## config.mk

```make
export PLATFORM = sky130hd
export DESIGN_NAME = dsc_csc_slice_pipe
export DESIGN_NICKNAME = d
export VERILOG_FILES = /design/src/rtl/dsc_csc_slice_pipe.sv
export SDC_FILE = /design/constraint.sdc
export NUM_CORES = 1
export LEC_CHECK = 0
export CORE_AREA = 2 2 149 223
export CTS_BUF_LIST = sky130_fd_sc_hd__clkbuf_2
export DETAILED_ROUTE_END_ITERATION = 6
export DIE_AREA = 0 0 151 225
export HOLD_SLACK_MARGIN = 0.05
export PLACE_DENSITY = 0.74
export SYNTH_ARGS = -nofsm -noshare
export SYNTH_HDL_FRONTEND = slang
export SYNTH_SLANG_ARGS = --single-unit
```

## constraint.sdc

```tcl
create_clock -name clk -period 7.2 [get_ports clk]
set_clock_uncertainty 0.05 [all_clocks]
set_input_delay 1.08 -clock clk [delete_from_list [all_inputs] [get_ports clk]]
set_output_delay 1.08 -clock clk [all_outputs]
set_load 0.02 [all_outputs]
```

## src/rtl/dsc_csc_slice_pipe.sv

```systemverilog
// dsc_csc_slice_pipe: raster pixel front end with optional lossless RGB->YCoCg-R transform and slice/picture tags.
// Two-stage pipeline with a shared advance enable; the control FSM latches configuration per frame.
module dsc_csc_slice_pipe #(
    parameter int BPC_MAX   = 12,
    parameter int HAS_ALPHA = 1,
    parameter int DIM_W     = 16
) (
    input  logic               clk,
    input  logic               rst_n,
    input  logic               start,
    input  logic               cfg_color,
    input  logic               cfg_alpha,
    input  logic [3:0]         cfg_bpc,
    input  logic [DIM_W-1:0]   cfg_pic_w,
    input  logic [DIM_W-1:0]   cfg_pic_h,
    input  logic [DIM_W-1:0]   cfg_slice_w,
    input  logic               in_valid,
    output logic               in_ready,
    input  logic [BPC_MAX-1:0] in_r,
    input  logic [BPC_MAX-1:0] in_g,
    input  logic [BPC_MAX-1:0] in_b,
    input  logic [BPC_MAX-1:0] in_a,
    output logic               out_valid,
    input  logic               out_ready,
    output logic [BPC_MAX:0]   out_c0,
    output logic [BPC_MAX:0]   out_c1,
    output logic [BPC_MAX:0]   out_c2,
    output logic [BPC_MAX-1:0] out_a,
    output logic               out_sol,
    output logic               out_eol,
    output logic               out_eof,
    output logic               busy,
    output logic               done
);
    localparam int W  = BPC_MAX + 2;
    localparam int OW = BPC_MAX + 1;

    typedef enum logic [1:0] {IDLE, RUN, DRAIN} state_t;

    state_t               state;
    logic                 col, alp;
    logic [3:0]           bpc;
    logic [DIM_W-1:0]     pw, ph, sw, x, y, sx;
    logic                 v1, sol1, eol1, eof1;
    logic signed [W-1:0]  p0, p1, p2;
    logic [BPC_MAX-1:0]   a1, mask, a_in;
    logic signed [W-1:0]  rz, gz, bz, co, t, cg, off;
    logic [OW-1:0]        yv, c1v, c2v;
    logic                 en, acc, x_last, y_last, s_last;

    assign en       = !out_valid || out_ready;
    assign in_ready = (state == RUN) && en;
    assign acc      = in_valid && in_ready;
    assign busy     = state != IDLE;

    // bits at and above the active bit depth are forced to zero
    assign mask = ~({BPC_MAX{1'b1}} << bpc);
    assign rz   = {2'b00, in_r & mask};
    assign gz   = {2'b00, in_g & mask};
    assign bz   = {2'b00, in_b & mask};
    assign a_in = (HAS_ALPHA != 0 && alp) ? (in_a & mask) : '0;

    assign co  = rz - bz;
    assign t   = bz + (co >>> 1);
    assign cg  = gz - t;
    assign off = W'(1) << bpc;
    assign yv  = OW'(p0 + (p2 >>> 1));
    assign c1v = OW'(p1 + off);
    assign c2v = OW'(p2 + off);

    assign x_last = x == pw - 1'b1;
    assign y_last = y == ph - 1'b1;
    assign s_last = sx == sw - 1'b1;

    always_ff @(posedge clk or negedge rst_n) begin
        if (!rst_n) begin
            state <= IDLE;
            col   <= 1'b0;
            alp   <= 1'b0;
            bpc   <= '0;
            pw    <= '0;
            ph    <= '0;
            sw    <= '0;
            x     <= '0;
            y     <= '0;
            sx    <= '0;
            done  <= 1'b0;
        end else begin
            done <= 1'b0;
            case (state)
                IDLE: if (start) begin
                    col   <= cfg_color;
                    alp   <= cfg_alpha;
                    bpc   <= cfg_bpc;
                    pw    <= cfg_pic_w;
                    ph    <= cfg_pic_h;
                    sw    <= cfg_slice_w;
                    x     <= '0;
                    y     <= '0;
                    sx    <= '0;
                    state <= RUN;
                end
                RUN: if (acc) begin
                    if (x_last) begin
                        x  <= '0;
                        sx <= '0;
                        y  <= y + 1'b1;
                        if (y_last) state <= DRAIN;
                    end else begin
                        x  <= x + 1'b1;
                        sx <= s_last ? '0 : sx + 1'b1;
                    end
                end
                DRAIN: if (!v1 && !out_valid) begin
                    state <= IDLE;
                    done  <= 1'b1;
                end
                default: state <= IDLE;
            endcase
        end
    end

    always_ff @(posedge clk or negedge rst_n) begin
        if (!rst_n) begin
            v1        <= 1'b0;
            p0        <= '0;
            p1        <= '0;
            p2        <= '0;
            a1        <= '0;
            sol1      <= 1'b0;
            eol1      <= 1'b0;
            eof1      <= 1'b0;
            out_valid <= 1'b0;
            out_c0    <= '0;
            out_c1    <= '0;
            out_c2    <= '0;
            out_a     <= '0;
            out_sol   <= 1'b0;
            out_eol   <= 1'b0;
            out_eof   <= 1'b0;
        end else if (en) begin
            v1        <= acc;
            p0        <= col ? t : rz;
            p1        <= col ? co : gz;
            p2        <= col ? cg : bz;
            a1        <= a_in;
            sol1      <= sx == '0;
            eol1      <= s_last || x_last;
            eof1      <= x_last && y_last;
            out_valid <= v1;
            out_c0    <= col ? yv : OW'(p0);
            out_c1    <= col ? c1v : OW'(p1);
            out_c2    <= col ? c2v : OW'(p2);
            out_a     <= a1;
            out_sol   <= sol1;
            out_eol   <= eol1;
            out_eof   <= eof1;
        end
    end
endmodule
```

Yosys cells after proc, flatten, opt, wreduce, memory -nomap -nowiden. Index checks and enable logic that the tools add are counted. Widths: inputs -> output; s select.

Reduce and logical (&&, ||, !) cells: 16. Bitwise logic cells: 5. Add/sub/neg operators: 12. Muxes and demuxes: 26. Equality and inequality tests: 10. Shift operators: 2.

Operator list (number): $mux 16 (8); $pmux 16 s2 (3); $mux 13 (5); $add 16x1->16 const B (3); $and 12x12->12 (4); $eq 16x16->1 (3); $sub 16x1->16 const B (3); $add 13x13->13 (3); $logic_not 16->1 (1); $add 13x12->14 (1); $mux 14 (1); $sub 13x14->14 (1); $shl 1x4->13 const A (1); $sub 12x12->13 (1); $mux 12 (1); $not 12->12 (1); $shl 12x4->12 const A (1); $mux 2 (5); $ne 2x2->1 const B (5); $pmux 2 s3 (1); $reduce_and 5->1 (1); $logic_and 1x1->1 (4); $reduce_and 4->1 (1); $reduce_bool 2->1 (2); other kinds (8) (11).

Bits in registers: 216.

Depth between registers and ports, before layout. Gate-level depths: netlist of run 1.

Depth in word-level cells: 7. Mapped depth: 27. Depth with buffers taken out: 26.

Least setup slack after synthesis of run 1. Ideal clock, no wire load.

Path type: flip-flop to flip-flop. From: reg bpc[2]. To: reg p2[13]. Data required time: 7.022 ns. Arrival: 5.622 ns. Library setup time: 0.128 ns. Slack: 1.400 ns. Path buffers: 2. Stages on the path, launching flop included: 27. Cell sequence: dfrtp_1 clkbuf_1 or2_2 clkbuf_1 o21ai_0 inv_1 fa_1 nand2b_1 o21ai_0 a21oi_1 nor2_1 nor3_1 nor2_1 ha_1 nand2_1 o22ai_1 or2_2 a31oi_1 xor2_1 ha_1 a21oi_1 a32oi_1 maj3_1 maj3_1 mux2i_1 xnor2_1 o21ai_0.

Word-level cells in the longest chain between the ends: 7.

RTL lines: start: declaration (RTL line 42) `logic [3:0] bpc;`; start signal: assignment (RTL line 94) `bpc <= cfg_bpc;`; $shl 12x4->12 (*) (RTL line 57) `assign mask = ~({BPC_MAX{1'b1}} << bpc);`; $not 12->12 (*) (RTL line 57); $and 12x12->12, on equally long branches (RTL line 58, 60); $sub 12x12->13 (RTL line 63) `assign co = rz - bz;`; $add 13x12->14 (RTL line 64) `assign t = bz + (co >>> 1);`; $sub 13x14->14 (*) (RTL line 65) `assign cg = gz - t;`; $mux 14 (*) (RTL line 145) `p2 <= col ? cg : bz;`; end signal: assignment (RTL line 145); end: declaration (RTL line 45) `logic signed [W-1:0] p0, p1, p2;`.

Every way passes the cells marked *; elsewhere a longest branch is shown, timed or not. A chain may end at the register's enable or synchronous reset.

Final worst setup path of run 1. Same ends and word-level chain as after synthesis.

==> results.yml, run 1 <==
place:
  dp_hpwl_um: 28600
  place_congestion: 0.931
  dp_slack_ns: 0.512
  numPortBuffers: 164
  place_inst: 2161
cts:
  cts_tree: "built"
  ctsRootBufferMaster: "clkbuf_2"
  htreeDepth: 2
  post_cts_resized: 0
  clk_latency_ns: 0.92
  cts.reportedPaths.clkPinSlew_ns: 0.12
  cts_made_buffers: 53
  cts_sinks: 216
  cts.path.max_buffers: 3
yosys:
  async_flop_share_pct: 100
  seq_area_frac_synth_pct: 37.9
  synth_enable_flop_cells: 0
  ys_types: 69
  syn_area_mm2: 0.0143
  yosys.area.top_type: "dfrtp_1"
  synth_most_common_cell: "dfrtp_1"
  synth.top_cell.area_share_pct: 37.9
  syn_inst: 1642
  synth_fp_nets: 1834
  ys_warn_count: 0
  synth_common_cells: "dfrtp_1, nand2_1, nor2_1"
  syn_avg_cell_area_um2: 8.68
  synth_seq_cells: 216
  ys_top_cells_by_area: "dfrtp_1, ha_1, nand2_1"
  ys.flop_type: "dfrtp_1"
worst_setup_path:
  required_ns: 7.91
  timing.rr.start: "bpc[2]"
  cp_max_fo: 10
  cp_cell_sequence: "or2_2 > o21ai_0 > inv_1 > fa_1 > nand2b_1 > o21ai_0 > a21oi_1 > nor2_1 > nor3_1 > nor2_1 > ha_1 > nand2_1 > o22ai_1 > or2_2 > a31oi_1 > xor2_1 > ha_1 > a21oi_1 > a32oi_1 > maj3_1 > maj3_1 > mux2i_1 > xnor2_1 > o21ai_0"
  worst-setup-path-type: "flop to flop"
  critPathCaptureType: "flop"
  reg2reg_slack_ns: 0.85
  critical-path-max-stage-delay_ns: 0.51
  slowest_stage: "o21ai_0"
  r2r_cells: 24
  cp.arrival_ns: 7.06
  r2r-end: "p2[13]"
  cp_common_cell: "o21ai_0"
  start_kind: "flop"
cells_and_area:
  drive_gt1_share_pct: 9.56
  nets: 1999
  syn_to_final_growth_pct: 17.8
  layoutNonFillerInstCount: 2264
sta:
  worst_slack_ns: 0.850
  setup_viol_count_final: 0
  fin_setup_tns_ns: 0
  rsz0062_at_grt: "no"
  period_needed_ns: 6.35
  timing.final.crit_share_pct: 88.2
  worst_pin_slew_ns: 1.05
  finalHoldViolations: 0
  fmax_ghz: 0.157
  slew_viol_final: 0
  slew_headroom_pct: 30.3
global_routing:
  grt_most_used_layer: "met2"
  grt_pass1_vias: 12712
  grt_max_degree: 100
  overflow: 0
  grtUsageMet3_pct: 3.93
  grt_pass1_wl_um: 61700
  use_met2_pct: 42.8
  grt_usage_pct: 22.7
  grt_use_met1_pct: 24.5
  antenna_found_initial: 3
pwr:
  power_switching_w: 0.00213
  pwr-share-clk_pct: 16.9
  power_density_mw_per_mm2: 301
  p_comb_share_pct: 48.6
  p_seq_share_pct: 34.5
  power.internal_w: 0.00293
  ir_worst_vdd_v: 0.000144
  switching_share_pct: 42.1
  p_leak_nw: 7.45
worst_hold_path:
  hold_depth: 1
  hold_path_end: "done"
  hold_path_class: "flop to flop"
  worstHoldStart: "v1"
route:
  detail_route.wl_per_cell_um: 16.8
  antenna_left: 0
  route.detailed.drc: 0
  first_iter_violations: 606
  viasPerCell: 5.52
  vias: 12489
  firstDrtPassIters: 5
  routed_wl_um: 38100
floorplan:
  core_area_mm2: 0.0318
  rows: 80
  dieArea_mm2: 0.0340
  die_w_um: 151
  io_pins: 165
  die_h_um: 225
  start_util_pct: 44.8
status:
  status: "completed"
flow_run:
  drv_cap: 0
## flip-flops by register name (all words and copies together) (netlist names), 2 cells and up
| name | cells |
|---|---|
| ph | 16 |
| pw | 16 |
| sw | 16 |
| sx | 16 |
| x | 16 |
| y | 16 |
| p2 | 14 |
| out_c0 | 13 |
| out_c1 | 13 |
| out_c2 | 13 |
| p0 | 13 |
| p1 | 13 |
| a1 | 12 |
| out_a | 12 |
| bpc | 4 |
| state | 2 |
## cell usage in the layout (no fill, tap or decap), drive strengths merged, types with 16 or more instances in the layout
cell type,instances
mux2,52
nor3,38
a21oi,96
xnor2,89
dfrtp,216
clkbuf,75
and3,29
o21ai,150
xor2,51
nand2,214
inv,62
clkdlybuf4s50,163
nor4,18
clkinv,23
mux2i,30
and2,16
ha,79
nand2b,24
nand3,46
nor2b,32
nand4,22
nor2,150
## cells by family after synthesis
family | after synthesis | synth area share (%)
simple gates | 635 | 21.5
compound gates | 350 | 14.3
flops | 216 | 37.9
xor+xnor | 140 | 8.60
buf+inv | 130 | 3.45
fa+ha+maj | 89 | 8.06
mux | 82 | 6.21
## power groups by stage
| stage | sequential (W) | combinational (W) | clock, W |
|---|---|---|---|
| floorplan | 0.00183 | 0.00161 | 0 |
| global placement | 0.00175 | 0.00237 | 0 |
| detailed placement | 0.00177 | 0.00244 | 0 |
| CTS | 0.00174 | 0.00245 | 0.000894 |
| global route | 0.00179 | 0.00274 | 0.000953 |
| finish | 0.00174 | 0.00246 | 0.000853 |
## stage by stage
step | utilization [%] | hold slack, ns | area (µm²) | power [W]
after floorplan | - | 0.389 | 14300 | 0.00344
after global placement | 51.1 | 0.401 | 16300 | 0.00412
after detailed placement | 51.1 | 0.405 | 16300 | 0.00421
after CTS | 52.8 | 0.385 | 16800 | 0.00509
after global routing | 52.8 | 0.440 | 16800 | 0.00547
final | 52.8 | 0.402 | 16800 | 0.00505
## worst max path at each step
stage                  from      to  slack (ns)  cells after the start
floorplan            bpc[2]  p2[13]        1.40                     26
global placement    in_b[1]  p2[13]        0.64                     22
detailed placement  in_b[1]  p2[13]        0.51                     24
CTS                  bpc[2]  p2[13]        0.86                     24
global route         bpc[2]  p2[13]        0.29                     23
finish               bpc[2]  p2[13]        0.85                     24
## final cells by class
| cell class | count | area, µm² |
|---|---|---|
| antenna | 2 | 5.00 |
| clock buffer | 75 | 375 |
| clock inverter | 25 | 136 |
| fill | 3025 | 15000 |
| inverter | 62 | 233 |
| multi-input combinational | 1296 | 8380 |
| sequential | 216 | 5410 |
| tap | 410 | 513 |
| timing repair buffer | 178 | 1750 |
## per-layer routing
| metal | vias to the layer above | part of all wire [%] | routed length, µm |
|---|---|---|---|
| li1 | 6091 | - | - |
| met1 | 5958 | 38 | 14500 |
| met4 | 4 | 3.9 | 1490 |
| met3 | 103 | 4.5 | 1710 |
| met2 | 333 | 53 | 20400 |
| met5 | - | 0.071 | 27 |
## worst max-delay path: cells and delay by family (launching register included)
kind | cells | cell delay, ns
XOR/XNOR | 2 | 0.35
AND/OR/NAND/NOR | 7 | 1.32
flip-flops | 1 | 0.38
multiplexers | 1 | 0.18
AO/OA/AOI/OAI | 8 | 1.90
buffers and inverters | 1 | 0.17
adder cells (fa/ha/maj) | 5 | 1.87
## repair_timing
action                                 in CTS  in global routing
endpoints found under the hold margin      27                  0
setup buffers                               0                  0
hold buffers                                1                  0
Power figures use the tool's default switching activity.
==> inputs of run 2 (changes only) <==
Settings changed: CORE_AREA 2 2 149 223 to 2 2 181 183, DIE_AREA 0 0 151 225 to 0 0 183 185.
==> run 2 against run 1 <==
Critical path depth decreased by 1; critical endpoint unchanged; global-route usage increased by 0.059 points; final cell count decreased by 0.22%; power increased by 0.84%; maximum frequency increased by 2.2%; first-iteration DRC count increased by 37%; sequential power about the same; cell area decreased by 0.22%; flip-flop and latch count unchanged; via count increased by 0.34%.
==> results.yml, run 2 (synthesis gave the netlist of run 1 again) <==
pwr:
  power_density_mw_per_mm2: 304
  p_leak_nw: 7.45
  ir_worst_vdd_v: 0.000125
global_routing:
  antenna_found_initial: 3
  overflow: 0
  grt_usage_pct: 22.7
  grt_max_degree: 144
  grt_pass1_wl_um: 61700
  grt_pass1_vias: 12330
worst_setup_path:
  required_ns: 7.98
  critPathCaptureType: "flop"
  cp.arrival_ns: 6.99
  crit_path_start: "bpc[2]"
  timing.rr.start: "bpc[2]"
  worst-setup-path-type: "flop to flop"
  r2r_cells: 23
  reg2reg_slack_ns: 0.98
  start_kind: "flop"
  endpoint: "p2[13]"
  r2r-end: "p2[13]"
  cp_max_fo: 10
floorplan:
  start_util_pct: 44.5
  io_pins: 165
  rows: 66
  core_area_mm2: 0.0320
  die_w_um: 183
  dieArea_mm2: 0.0339
  die_h_um: 185
cells_and_area:
  n_fill_cell: 3054
  syn_to_final_growth_pct: 17.6
  layoutNonFillerInstCount: 2259
  drive_gt1_share_pct: 9.63
  final_cell_mix: "dfrtp_1, nand2_1, clkdlybuf4s50_1"
  post-route-util_pct: 52.3
  layout_commonest_cell: "dfrtp_1"
  nets: 2004
place:
  numPortBuffers: 164
  dp_hpwl_um: 28400
  place_congestion: 0.880
  place_inst: 2156
sta:
  fmax_ghz: 0.161
  worst_pin_slew_ns: 1.06
  finalHoldViolations: 0
  slew_headroom_pct: 29.2
  setup_viol_count_final: 0
  fin_hold_ws_ns: 0.362
  slew_viol_final: 0
  fin_setup_tns_ns: 0
  period_needed_ns: 6.22
  rsz0062_at_grt: "no"
  timing.final.crit_share_pct: 86.3
flow_run:
  drv_cap: 0
status:
  status: "completed"
cts:
  htreeDepth: 2
  cts_made_buffers: 61
  clk_latency_ns: 1.01
  cts_sinks: 216
  post_cts_resized: 0
  ctsRootBufferMaster: "clkbuf_2"
  cts.path.max_buffers: 3
  post-cts-setup-buffer-count: 0
  cts.reportedPaths.clkPinSlew_ns: 0.10
  cts_tree: "built"
route:
  viasPerCell: 5.55
  routed_wl_um: 38400
  firstDrtPassIters: 5
  vias: 12532
  detail_route.wl_per_cell_um: 17.0
  first_iter_violations: 832
  antenna_left: 0
  route.detailed.drc: 0
worst_hold_path:
  hold_path_class: "flop to flop"
==> run 2: final cells by class <==
cell class	instances	area [µm²]	share of cell area, %
Timing Repair Buffer	175	1740	10.4
Tap cell	408	510	3.05
Clock buffer	85	425	2.54
Antenna cell	2	5.00	0.0299
Sequential cell	216	5410	32.3
Multi-Input combinational cell	1296	8380	50.0
Inverter	62	233	1.39
Clock inverter	15	62.6	0.373
==> run 2: timing repair <==
action | CTS | global route
hold buffers | 1 | 0
endpoints found under the setup margin | 0 | 0
endpoints found under the hold margin | 58 | 0
==> run 2: worst min path at each step <==
stage	startpoint	end	cells past startpoint
finish	v1	done	1
global route	v1	done	1
CTS	v1	done	1
detailed placement	out_a[4]	out_a[4]	2
global placement	out_a[3]	out_a[3]	2
floorplan	v1	done	1
==> run 2: worst max-delay path, cell delays in order (launching register included) <==
cell and delay (ns):
dfrtp_1 0.38, or2_2 0.40, o21ai_0 0.51, inv_1 0.17, fa_1 0.45, nand2b_1 0.15, o21ai_0 0.42, a41o_1 0.30
o21ai_0 0.08, nand2b_1 0.09, xor2_1 0.27, ha_1 0.29, a21oi_1 0.22, inv_1 0.06, a31oi_1 0.18, xor2_1 0.23
ha_1 0.31, a21oi_1 0.19, a32oi_1 0.14, maj3_1 0.41, maj3_1 0.38, mux2i_1 0.18, xnor2_1 0.14, o21ai_0 0.09
==> run 2: where the power goes <==
part	total [W]	internal [W]	switching, W	leakage [nW]
combinational	0.00250	0.00111	0.00139	4.31
clock	0.000849	0.000315	0.000533	0.384
sequential	0.00175	0.00149	0.000266	2.75
total	0.00510	0.00291	0.00218	7.45
==> run 2: through the flow <==
step | instance area, µm² | setup slack, ns | power (W)
5_1_grt | 16800 | 0.458 | 0.00551
6_report | 16800 | 0.985 | 0.00510
3_3_place_gp | 16300 | 0.692 | 0.00416
4_1_cts | 16800 | 1.02 | 0.00513
3_5_place_dp | 16300 | 0.561 | 0.00425
2_1_floorplan | 14300 | 1.40 | 0.00344
==> run 2: per-layer routing <==
layer / vias up / part of all wire [%] / GRT usage, %
met4: 0 / 4.8 / 12.6
met2: 362 / 47 / 37.8
li1: 6100 / - / -
met5: - / 0 / 0
met1: 5976 / 43 / 28.4
met3: 94 / 4.8 / 3.58
==> inputs of run 3 (changes only) <==
Settings changed: ABC_CLOCK_PERIOD_IN_PS from default to 7200.
==> results of run 3 <==
Final layout, timing and power as in run 2 (identical DEF).
